$ cat config.mk
export PLATFORM = sky130hd
export DESIGN_NAME = fwd_hazard_unit
export DESIGN_NICKNAME = d
export VERILOG_FILES = /design/src/rtl/fwd_pkg.sv /design/src/rtl/fwd_src_match.sv /design/src/rtl/fwd_hazard_unit.sv
export SDC_FILE = /design/constraint.sdc
export NUM_CORES = 1
export LEC_CHECK = 0
export CAP_MARGIN = 15
export CORE_MARGIN = 8
export CORE_UTILIZATION = 50
export CTS_BUF_LIST = sky130_fd_sc_hd__clkbuf_4 sky130_fd_sc_hd__clkbuf_8
export CTS_CLUSTER_SIZE = 12
export DETAILED_ROUTE_END_ITERATION = 8
export GPL_TIMING_DRIVEN = 0
export PLACE_DENSITY_LB_ADDON = 0.15
export SLEW_MARGIN = 20
export SYNTH_ARGS = -nofsm -noshare
export SYNTH_HDL_FRONTEND = slang
export SYNTH_SLANG_ARGS = --single-unit
$ cat constraint.sdc
create_clock -name clk -period 2.4 [get_ports clk]
set_input_delay 0.36 -clock clk [delete_from_list [all_inputs] [get_ports clk]]
set_output_delay 0.36 -clock clk [all_outputs]
set_load 0.1 [all_outputs]
$ cat src/rtl/fwd_pkg.sv
// Shared types and helpers for the forwarding / load-use hazard unit.
package fwd_pkg;

    // Widest supported register address; narrower addresses are zero-extended into entries.
    localparam int RD_MAX_W    = 8;
    localparam int SEL_REGFILE = 0;

    typedef struct packed {
        logic                valid;
        logic [RD_MAX_W-1:0] rd;
        logic                wen;
        logic                is_load;
    } fwd_entry_t;

    function automatic int clog2(input int v);
        int r;
        int x;
        r = 0;
        x = v - 1;
        while (x > 0) begin
            r++;
            x = x >> 1;
        end
        return r;
    endfunction

endpackage

$ cat src/rtl/fwd_src_match.sv
// One source operand against the in-flight entries: youngest matching stage,
// whether any match exists, and whether that producer's data is forwardable.
module fwd_src_match
    import fwd_pkg::*;
#(
    parameter int REG_ADDR_W = 5,
    parameter int DEPTH      = 2,
    parameter int LOAD_LAT   = 1,
    parameter int SEL_W      = 2
) (
    input  logic [REG_ADDR_W-1:0]     i_src,
    input  logic                      i_used,
    input  logic [DEPTH-1:0]          i_valid,
    input  logic [DEPTH-1:0]          i_wen,
    input  logic [DEPTH-1:0]          i_is_load,
    input  logic [DEPTH*RD_MAX_W-1:0] i_rd,
    output logic [SEL_W-1:0]          o_idx,
    output logic                      o_found,
    output logic                      o_ready
);

    logic [RD_MAX_W-1:0] w_src;

    assign w_src = RD_MAX_W'(i_src);

    // Scan oldest to youngest so the lowest matching stage wins; older matches are never used.
    always_comb begin
        o_idx   = '0;
        o_found = 1'b0;
        o_ready = 1'b0;
        for (int s = DEPTH - 1; s >= 0; s--) begin
            if (i_used && (w_src != '0) && i_valid[s] && i_wen[s] &&
                (i_rd[s*RD_MAX_W +: RD_MAX_W] == w_src)) begin
                o_idx   = SEL_W'(s);
                o_found = 1'b1;
                o_ready = !i_is_load[s] || (s >= LOAD_LAT);
            end
        end
    end

endmodule

$ cat src/rtl/fwd_hazard_unit.sv
// Forwarding select and load-use stall generation for the instruction entering EX,
// tracking in-flight destination writes over DEPTH stages past EX.
module fwd_hazard_unit
    import fwd_pkg::*;
#(
    parameter int  REG_ADDR_W = 5,
    parameter int  NUM_SRC    = 2,
    parameter int  DEPTH      = 2,
    parameter int  LOAD_LAT   = 1,
    parameter int  CNT_W      = 16,
    localparam int SEL_W      = clog2(DEPTH + 1)
) (
    input  logic                          clk,
    input  logic                          rst,
    input  logic                          id_valid,
    input  logic [NUM_SRC*REG_ADDR_W-1:0] id_src,
    input  logic [NUM_SRC-1:0]            id_src_used,
    input  logic [REG_ADDR_W-1:0]         id_rd,
    input  logic                          id_wen,
    input  logic                          id_is_load,
    input  logic                          hold,
    input  logic                          flush,
    output logic                          stall,
    output logic [NUM_SRC*SEL_W-1:0]      fwd_sel,
    output logic                          ex_valid,
    output logic [CNT_W-1:0]              stall_count
);

    if (LOAD_LAT > DEPTH - 1) begin : g_bad_load_lat
        $error("fwd_hazard_unit: LOAD_LAT must not exceed DEPTH-1");
    end

    // Stage DEPTH is never forwardable, so only stages 0..DEPTH-1 are kept.
    fwd_entry_t               r_ent [DEPTH];
    logic [NUM_SRC*SEL_W-1:0] r_fwd_sel;
    logic [CNT_W-1:0]         r_cnt;

    logic [DEPTH-1:0]          w_valid;
    logic [DEPTH-1:0]          w_wen;
    logic [DEPTH-1:0]          w_is_load;
    logic [DEPTH*RD_MAX_W-1:0] w_rd;
    logic [NUM_SRC-1:0]        w_found;
    logic [NUM_SRC-1:0]        w_ready;
    logic [SEL_W-1:0]          w_idx [NUM_SRC];
    logic [NUM_SRC*SEL_W-1:0]  w_next_sel;
    logic                      w_hazard;
    logic                      w_issue;

    for (genvar s = 0; s < DEPTH; s++) begin : g_flat
        assign w_valid[s]                       = r_ent[s].valid;
        assign w_wen[s]                         = r_ent[s].wen;
        assign w_is_load[s]                     = r_ent[s].is_load;
        assign w_rd[s*RD_MAX_W +: RD_MAX_W]     = r_ent[s].rd;
    end

    for (genvar i = 0; i < NUM_SRC; i++) begin : g_src
        fwd_src_match #(
            .REG_ADDR_W (REG_ADDR_W),
            .DEPTH      (DEPTH),
            .LOAD_LAT   (LOAD_LAT),
            .SEL_W      (SEL_W)
        ) u_match (
            .i_src     (id_src[i*REG_ADDR_W +: REG_ADDR_W]),
            .i_used    (id_src_used[i]),
            .i_valid   (w_valid),
            .i_wen     (w_wen),
            .i_is_load (w_is_load),
            .i_rd      (w_rd),
            .o_idx     (w_idx[i]),
            .o_found   (w_found[i]),
            .o_ready   (w_ready[i])
        );

        // Entry at current stage s will sit at stage s+1 once the consumer reaches EX.
        assign w_next_sel[i*SEL_W +: SEL_W] = (w_found[i] && w_ready[i])
                                            ? w_idx[i] + SEL_W'(1)
                                            : SEL_W'(SEL_REGFILE);
    end

    assign w_hazard = |(w_found & ~w_ready);
    assign stall    = id_valid && !flush && w_hazard;
    assign w_issue  = id_valid && !stall && !flush;

    always_ff @(posedge clk or posedge rst) begin
        if (rst) begin
            for (int s = 0; s < DEPTH; s++) begin
                r_ent[s] <= '0;
            end
            r_fwd_sel <= '0;
            r_cnt     <= '0;
        end else if (hold) begin
            // Frozen pipeline: a redirect can still kill whatever sits in EX.
            if (flush) begin
                r_ent[0].valid <= 1'b0;
                r_fwd_sel      <= '0;
            end
        end else begin
            r_ent[0] <= '{valid: w_issue, rd: RD_MAX_W'(id_rd), wen: id_wen, is_load: id_is_load};
            for (int s = 1; s < DEPTH; s++) begin
                r_ent[s] <= r_ent[s-1];
                if (s == 1 && flush) begin
                    r_ent[s].valid <= 1'b0;
                end
            end
            r_fwd_sel <= w_issue ? w_next_sel : '0;
            if (stall && (r_cnt != '1)) begin
                r_cnt <= r_cnt + CNT_W'(1);
            end
        end
    end

    assign fwd_sel     = r_fwd_sel;
    assign ex_valid    = r_ent[0].valid;
    assign stall_count = r_cnt;

endmodule

# ---- Word level (Yosys, flattened, before mapping)
# Index checks and enable logic that the tools add are counted.
dict set report totals {
  regBits 35
  output_inout_bits 22
  wordCells 66
}
dict set report classes {
  addsub 3
  n_eq_ne 6
  n_mux 17
  bitwise_logic 3
  n_reduce_logical 28
}
# operator count
set op_table {}
lappend op_table {{$logic_and A1 B1 Y1} 21}
lappend op_table {{$eq A5 B5 Y1} 4}
lappend op_table {{$add A16 B1 Y16 const B} 1}
lappend op_table {{$ne A16 B16 Y1 const B} 1}
lappend op_table {{$reduce_bool A8 Y1} 2}
lappend op_table {{$mux W4} 3}
lappend op_table {{$mux W1} 10}
lappend op_table {{$mux W2} 4}
lappend op_table {{$add A2 B1 Y2 const B} 2}
lappend op_table {{$logic_not A1 Y1} 3}
lappend op_table {{$and A2 B2 Y2} 1}
lappend op_table {{$ne A2 B1 Y1 const B} 1}
lappend op_table {{$not A2 Y2} 1}
lappend op_table {{$reduce_and A2 Y1} 1}
lappend op_table {{$reduce_or A2 Y1} 1}
lappend op_table {{$not A1 Y1} 1}

# ---- Logic depth before layout (Yosys ltp)
# Gate-level depths: netlist of run 1.
dict set report depth {
  ltp_word 16
  mapped_depth 8
  depth_no_buf 7
}

# ---- Cells and area by module
# A second synthesis of run 1 with hierarchy kept.
dict set report hier_totals {
  hier_cells 183
  area_unflattened_um2 2069.5
}
# mod n_inst cells_each area_per_inst_um2
set by_module_without_submodules {}
lappend by_module_without_submodules {fwd_hazard_unit 1 131 1684.1}
lappend by_module_without_submodules {fwd_src_match 2 26 192.7}

# ---- Worst setup path after synthesis of run 1
# No wires, ideal clock.
dict set report synth_path {
  path_kind {register to output}
  startpoint {register r_ent (netlist bit ex_valid)}
  endpoint {output port stall}
  t_arrival_ns 2.876
  t_required_ns 2.040
  path_slack_ns -0.836
  stages_incl_launch_ff 5
  path_cell_list {dfrtp_1 > nand3_1 > nor3_2 > o21ai_0 > nor2_1}
}
dict set report synth_via {
  elab_chain_cells 8
  elab_cells_between_ends 14
  cone_classes {mux (4); bitwise (2); reduce/logical (8)}
}
# element line
set synth_lines {}
lappend synth_lines {{start, declared} fwd_hazard_unit.sv:34} ;# fwd_entry_t r_ent [DEPTH];
lappend synth_lines {{start signal, assigned by index} fwd_hazard_unit.sv:100} ;# r_ent[s] <= r_ent[s-1];
lappend synth_lines {{$logic_and A1 B1 Y1 (3 in series)} fwd_src_match.sv:32} ;# if (i_used && (w_src != '0) && i_valid[s] && i_wen[s] &&
lappend synth_lines {{$mux W1} fwd_src_match.sv:32}
lappend synth_lines {{$not A2 Y2} fwd_hazard_unit.sv:80} ;# assign w_hazard = |(w_found & ~w_ready);
lappend synth_lines {{$and A2 B2 Y2 (*)} fwd_hazard_unit.sv:80}
lappend synth_lines {{$reduce_or A2 Y1 (*)} fwd_hazard_unit.sv:80}
lappend synth_lines {{$logic_and A1 B1 Y1 (*)} fwd_hazard_unit.sv:81} ;# assign stall = id_valid && !flush && w_hazard;
lappend synth_lines {{end, declared} fwd_hazard_unit.sv:23} ;# output logic stall,
# Mark *: on every way between the ends. The rest lies on a longest branch, timed or not.

# ---- Worst setup path after layout of run 1
dict set report layout_path {
  startpoint {input port id_src[9]}
  endpoint {output port stall}
}
dict set report layout_via {
  elab_chain_cells 11
  elab_cells_between_ends 17
  cone_classes {eq/ne (2); mux (3); bitwise (2); reduce/logical (10)}
}
# element line
set layout_lines {}
lappend layout_lines {{start, declared} fwd_hazard_unit.sv:16} ;# input logic [NUM_SRC*REG_ADDR_W-1:0] id_src,
lappend layout_lines {{$reduce_bool A8 Y1} fwd_src_match.sv:32}
lappend layout_lines {{$logic_and A1 B1 Y1 (4 in series)} fwd_src_match.sv:32}
lappend layout_lines {{$mux W1 (2 in series)} fwd_src_match.sv:32}
lappend layout_lines {{$not A2 Y2} fwd_hazard_unit.sv:80}
lappend layout_lines {{$and A2 B2 Y2 (*)} fwd_hazard_unit.sv:80}
lappend layout_lines {{$reduce_or A2 Y1 (*)} fwd_hazard_unit.sv:80}
lappend layout_lines {{$logic_and A1 B1 Y1 (*)} fwd_hazard_unit.sv:81}
# Marks and branches as above.

==> results of run 1 <==
[power by group]
part           internal [mW]  switching, mW
Combinational         0.0962         0.0799
Clock                  0.336          0.208
Sequential             0.619         0.0336
[cells by family after synthesis]
family | Yosys count | synth area share (%)
buffers and inverters | 8 | 2.10
adder cells (fa/ha/maj) | 1 | 0.698
AO/OA/AOI/OAI | 11 | 4.82
AND/OR/NAND/NOR | 56 | 17.4
XOR/XNOR | 35 | 17.1
multiplexers | 14 | 9.01
flip-flops | 35 | 48.9
[cell usage in the layout, fill, tap and decap left out, drive strengths merged, types with 4 or more instances in the layout]
cell,count
xor2,17
nor4,4
xnor2,18
dfrtp,35
nand2,10
clkbuf,8
nand4,6
nor3,11
mux2,14
inv,5
dlymetal6s2s,5
nand3,6
o21ai,6
nor2,8
clkdlybuf4s50,33
dlygate4sd2,5
[through the flow]
step           setup TNS (ns)  worst slack, ns  hold WS [ns]  power [mW]
6_report                    0           0.0599         0.430        1.37
5_1_grt                     0          0.00389         0.488        1.44
4_1_cts                     0          0.00573         0.458        1.38
3_5_place_dp            -2.48            -1.12         0.489       0.838
3_3_place_gp            -2.04            -1.08         0.472       0.830
2_1_floorplan               0           0.0571         0.453       0.766
[layout make-up]
class,count,area share (%)
tap,46,2.34
timing repair buffer,45,18.5
inverter,5,0.762
buffer,3,0.762
sequential,35,35.7
clock buffer,6,1.83
multi-input combinational,117,37.7
clock inverter,2,2.44
[path summary, 6_finish.rpt]
kind	endpoint	slack (ns)	cells after the start
min	stall_count[6]$_DFFE_PP0P_	0.43	2
max in group asynchronous	ex_valid$_DFF_PP0_	1.47	2
min reg2reg	stall_count[6]$_DFFE_PP0P_	0.51	1
max reg2reg	stall_count[5]$_DFFE_PP0P_	0.43	8
min in group clk	stall_count[6]$_DFFE_PP0P_	0.51	1
max	stall	0.06	7
[state kept, by name, indices dropped and copies added, names as in the netlist]
register / flops
ex_valid: 1
stall_count: 16
r_ent: 14
fwd_sel: 4
[per-layer routing]
| metal | wire length, um | GRT usage [%] | vias up |
|---|---|---|---|
| met4 | 73 | 5.33 | 0 |
| met3 | 284 | 5.66 | 7 |
| met5 | 0 | 0 | - |
| li1 | - | - | 657 |
| met1 | 1720 | 19.0 | 672 |
| met2 | 2040 | 27.5 | 44 |
[what timing repair did]
item / in CTS / in global routing
pin swaps: 1 / 3
gates resized for setup: 21 / 5
setup buffers: 1 / 0
setup endpoints to repair: 1 / 2
[worst register-to-register path, delay by kind of cell (launching register included)]
family                     cells  cell delay (ns)
adders and majority gates      1             0.23
buffers and inverters          1             0.18
DFF                            1             0.45
AOI/OAI and AO/OA              2             0.40
and+or+nand+nor                3             0.48
xor gates and xnor gates       1             0.17
==> results.ini, run 1 <==
[logic_synthesis]
synth_area_leaders = dfrtp_1 49%, xnor2_1 8.8%, xor2_1 8.3%
postSynthAreaPerCell_um2 = 11.2
synth_top_cell_area_share_pct = 48.9
synth_nets = 185
yosys-top-cells-count = 35 x dfrtp_1, 18 x xnor2_1, 17 x xor2_1
yosysWarnings = 0
ys_ff_latch = 35
netlist_area_um2 = 1790
synthArstFlopShare_pct = 100
synthCells = 160
synth_edf_count = 0
synth.most_common_cell = dfrtp_1
synth.distinct_cells = 28
ys_seq_area_share_pct = 48.9
yosysTopAreaCell = dfrtp_1
synth_flop_cell = dfrtp_1

[power]
ir_worst_vdd_mv = 0.305
cellLeakagePower_nw = 1.08
power_density_nw_per_um2 = 557

[sta]
fin_crit_sh_pct = 97.5
finalSetupViolCount = 0
clock_skew_ns = 0.0108
rsz0062_at_grt = false
final_max_slew_viol_count = 0
maxClockFrequency_ghz = 0.427
final-hold-violation-count = 0
relSlewSlack_pct = 34.6
finalCriticalPeriod_ns = 2.34
worst-slew-pin-transition_ns = 0.978

[worst_setup_path]
arrival_ns = 1.98
crit_buf_inv = 2
worstPathCellList = clkdlybuf4s50_1, or4_4, o21ai_4, nor3_4, o21ai_2, nor2_4, buf_6
critPathMaxFanout = 4
worstPathRequired_ns = 2.04
cp_top_family = buffers and inverters
timing.rr.start = stall_count[0]$_DFFE_PP0P_
cp-end-kind = output port
path_class = input pin to output port
crit_start = id_src[9]
cp-start-kind = input pin
crit_slowest_cell = clkdlybuf4s50_1
cpPeakStageDelay_ns = 0.49

[global_route]
grt_pass1_vias = 1523
antenna_found_initial = 0
grt_usage_pct = 16.4
grt_pass1_wl_um = 7030
grt_max_degree = 36
grt-ovfl-total = 0

[placed_design]
placed_cell_area_um2 = 2300
dpl.hpwl_um = 3140
gp_congestion = 0.893
port_buffers = 44
dp.cells = 250

[finish]
drive_above_1_share_pct = 20.2
finalNetCount = 237
fin_util_pct = 72.7
multi_input_area_um2 = 928
n_fill_cell = 243
stdcell_area_um2 = 2460
antenna_cells = 0
area_delta_synth_final_pct = 37.5
regArea_um2 = 880
fin_cells = 259

[clocking]
worstSkewPairLatency_ns = 0.35
cts_max_level = 2
cts_sinks = 35
tritoncts = done
cts_hold_repair.buffers = 0
cts_made_buffers = 5
cts-root-buf = clkbuf_4
cts.clk_slew.worst_paths_ns = 0.12
max-clock-path-buffers = 2

[floorplanning]
initial_utilization_pct = 52.9
die_y_um = 75.9
dieArea_um2 = 5750
io_pins = 46
num_rows = 21
die_w_um = 75.9
core_area_um2 = 3390

[routing]
dr.pass1.iters = 4
route.detailed.drc = 0
drtIter0Drc = 105
wire_per_inst_um = 15.9
via_count = 1380
viasPerCell = 5.33
ant_nets = 0
drt_wl_total_um = 4120

[job]
cap_violations = 0

[worst_hold_path]
hold_path_class = input pin to asynchronous set/reset pin

[status]
status = finished clean

(Power assumes the default switching activity.)
==> inputs of run 2 (changes only) <==
--- a/config.mk
+++ b/config.mk
@@ -9,6 +9,7 @@
 export CORE_MARGIN = 8
 export CORE_UTILIZATION = 50
 export CTS_BUF_LIST = sky130_fd_sc_hd__clkbuf_4 sky130_fd_sc_hd__clkbuf_8
+export CTS_CLUSTER_DIAMETER = 120
 export CTS_CLUSTER_SIZE = 12
 export DETAILED_ROUTE_END_ITERATION = 8
 export GPL_TIMING_DRIVEN = 0
==> results of run 2 <==
Final layout, timing and power as in run 1 (identical DEF).
==> inputs of run 3 (changes only) <==
--- a/config.mk
+++ b/config.mk
@@ -13,6 +13,7 @@
 export CTS_CLUSTER_SIZE = 12
 export DETAILED_ROUTE_END_ITERATION = 8
 export GPL_TIMING_DRIVEN = 0
+export MAX_ROUTING_LAYER = met4
 export PLACE_DENSITY_LB_ADDON = 0.15
 export SLEW_MARGIN = 20
 export SYNTH_ARGS = -nofsm -noshare
==> run 3 against run 2 <==
  * Total power shrank 0.11%
  * Wire length shrank 0.53%
  * Utilization is the same
  * Register-to-register slack is essentially flat
  * Die area is the same
  * Largest power group unchanged
  * Critical path depth is the same
  * Cell area is the same
==> results.ini, run 3 (synthesis gave the netlist of run 1 again) <==
[global_route]
antenna_found_initial = 0  ; unchanged
grt_usage_pct = 16.9  ; was 16.4%
grt_pass1_wl_um = 7020  ; was 7030 um
grt_pass1_vias = 1530  ; was 1,523
grt_max_degree = 36  ; unchanged
grt-ovfl-total = 0  ; unchanged

[floorplanning]
die_w_um = 75.9  ; unchanged
initial_utilization_pct = 52.9  ; unchanged
dieArea_um2 = 5750  ; unchanged
io_pins = 46  ; unchanged
die_y_um = 75.9  ; unchanged
num_rows = 21  ; unchanged
core_area_um2 = 3390  ; unchanged

[worst_setup_path]
cp_top_family = buffers and inverters  ; unchanged
worstPathRequired_ns = 2.04  ; about the same
crit_buf_inv = 2  ; unchanged
critPathMaxFanout = 4  ; unchanged
cpPeakStageDelay_ns = 0.49  ; about the same
cp-start-kind = input pin  ; unchanged
arrival_ns = 1.98  ; about the same
path_class = input pin to output port  ; unchanged
crit_slowest_cell = clkdlybuf4s50_1  ; unchanged
worstPathCellList = clkdlybuf4s50_1, or4_4, o21ai_4, nor3_4, o21ai_2, nor2_4, buf_6  ; unchanged
cp-end-kind = output port  ; unchanged

[power]
power_density_nw_per_um2 = 557  ; about the same
ir_worst_vdd_mv = 0.306  ; was 0.305 mV
cellLeakagePower_nw = 1.08  ; unchanged

[clocking]
cts-root-buf = clkbuf_4  ; unchanged
cts.clk_slew.worst_paths_ns = 0.11  ; was 0.12 ns
worstSkewPairLatency_ns = 0.35  ; about the same
cts_sinks = 35  ; unchanged
tritoncts = done  ; unchanged
cts_made_buffers = 5  ; unchanged
max-clock-path-buffers = 2  ; unchanged
cts_max_level = 2  ; unchanged
cts_hold_repair.buffers = 0  ; unchanged

[sta]
hold-worst-slack_ns = 0.433  ; was 0.430 ns
relSlewSlack_pct = 34.6  ; about the same
clock_skew_ns = 0.0109  ; was 0.0108 ns
fin_crit_sh_pct = 97.5  ; about the same
worst-slew-pin-transition_ns = 0.978  ; about the same
rsz0062_at_grt = false  ; unchanged
fin_ws_ns = 0.0598  ; was 0.0599 ns
finalSetupViolCount = 0  ; unchanged
final-hold-violation-count = 0  ; unchanged
finalCriticalPeriod_ns = 2.34  ; about the same
maxClockFrequency_ghz = 0.427  ; about the same
final_max_slew_viol_count = 0  ; unchanged

[finish]
multi_input_area_um2 = 928  ; unchanged
n_fill_cell = 243  ; unchanged
area_delta_synth_final_pct = 37.5  ; unchanged
drive_above_1_share_pct = 20.2  ; unchanged
layout_commonest_cell = clkdlybuf4s50_1  ; unchanged
final_cell_mix = 33 x clkdlybuf4s50_1, 32 x dfrtp_1, 18 x xnor2_1  ; unchanged
finalNetCount = 237  ; unchanged
regArea_um2 = 880  ; unchanged
antenna_cells = 0  ; unchanged
largest_reg_flops = 16  ; unchanged

[placed_design]
dp_slack_ns = -1.12  ; unchanged
gp_congestion = 0.908  ; was 0.893
port_buffers = 44  ; unchanged
dpl.hpwl_um = 3140  ; unchanged

[worst_hold_path]
hold_path_class = input pin to asynchronous set/reset pin  ; unchanged

[routing]
via_count = 1372  ; was 1,380
dr.pass1.iters = 4  ; unchanged
wire_per_inst_um = 15.8  ; was 15.9 um
viasPerCell = 5.30  ; was 5.33
drt_wl_total_um = 4100  ; was 4120 um
ant_nets = 0  ; unchanged
drtIter0Drc = 96  ; was 105
route.detailed.drc = 0  ; unchanged

[status]
status = finished clean  ; unchanged

[job]
cap_violations = 0  ; unchanged

==> run 3: cell counts in the layout (fill, tap and decap cells not counted) <==
Identical to the previous run, type by type.
==> run 3: metal layers <==
| layer | global-route usage, % | vias to the layer above | wire length (um) |
|---|---|---|---|
| met5 | - | - | 0 |
| met4 | 5.33 | 0 | 63 |
| met3 | 5.26 | 6 | 229 |
| met2 | 27.7 | 46 | 2040 |
| met1 | 19.1 | 665 | 1760 |
| li1 | - | 655 | - |
==> run 3: through the flow <==
| stage | cells | utilization (%) | setup TNS (ns) | area, um^2 | total power [mW] |
|---|---|---|---|---|---|
| after floorplan | 160 | - | 0 | 1800 | 0.766 |
| after global placement | 250 | 67.9 | -2.04 | 2300 | 0.830 |
| after detailed placement | 250 | 67.9 | -2.48 | 2300 | 0.838 |
| after CTS | 259 | 72.3 | 0 | 2450 | 1.38 |
| after global routing | 259 | 72.7 | 0 | 2460 | 1.44 |
| final | 259 | 72.7 | 0 | 2460 | 1.37 |
==> run 3: worst paths after layout <==
path,startpoint,end,slack (ns),cells after the start
worst max-delay path,id_src[9],stall,0.06,7
worst min-delay path,rst,stall_count[6]$_DFFE_PP0P_,0.43,2
worst max register to register,stall_count[0]$_DFFE_PP0P_,stall_count[5]$_DFFE_PP0P_,0.43,8
worst min register to register,stall_count[6]$_DFFE_PP0P_,stall_count[6]$_DFFE_PP0P_,0.51,1
max in group asynchronous,rst,ex_valid$_DFF_PP0_,1.46,2
min in group clk,stall_count[6]$_DFFE_PP0P_,stall_count[6]$_DFFE_PP0P_,0.51,1
==> run 3: repair_timing <==
action	CTS	global route
pin swaps	1	3
setup endpoints to repair	1	2
gates resized for setup	21	5
hold endpoints to repair	0	0
buffers inserted	1	0
==> run 3: report_power, final <==
part	switching [mW]	internal, mW
sequential	0.0336	0.619
clock	0.206	0.336
combinational	0.0801	0.0962
total	0.320	1.05
==> run 3: final cells by class <==
class | count | share of cell area, %
Buffer | 3 | 0.762
Clock buffer | 6 | 1.83
Timing Repair Buffer | 45 | 18.5
Inverter | 5 | 0.762
Multi-Input combinational cell | 117 | 37.7
Tap cell | 46 | 2.34
Clock inverter | 2 | 2.44
Sequential cell | 35 | 35.7
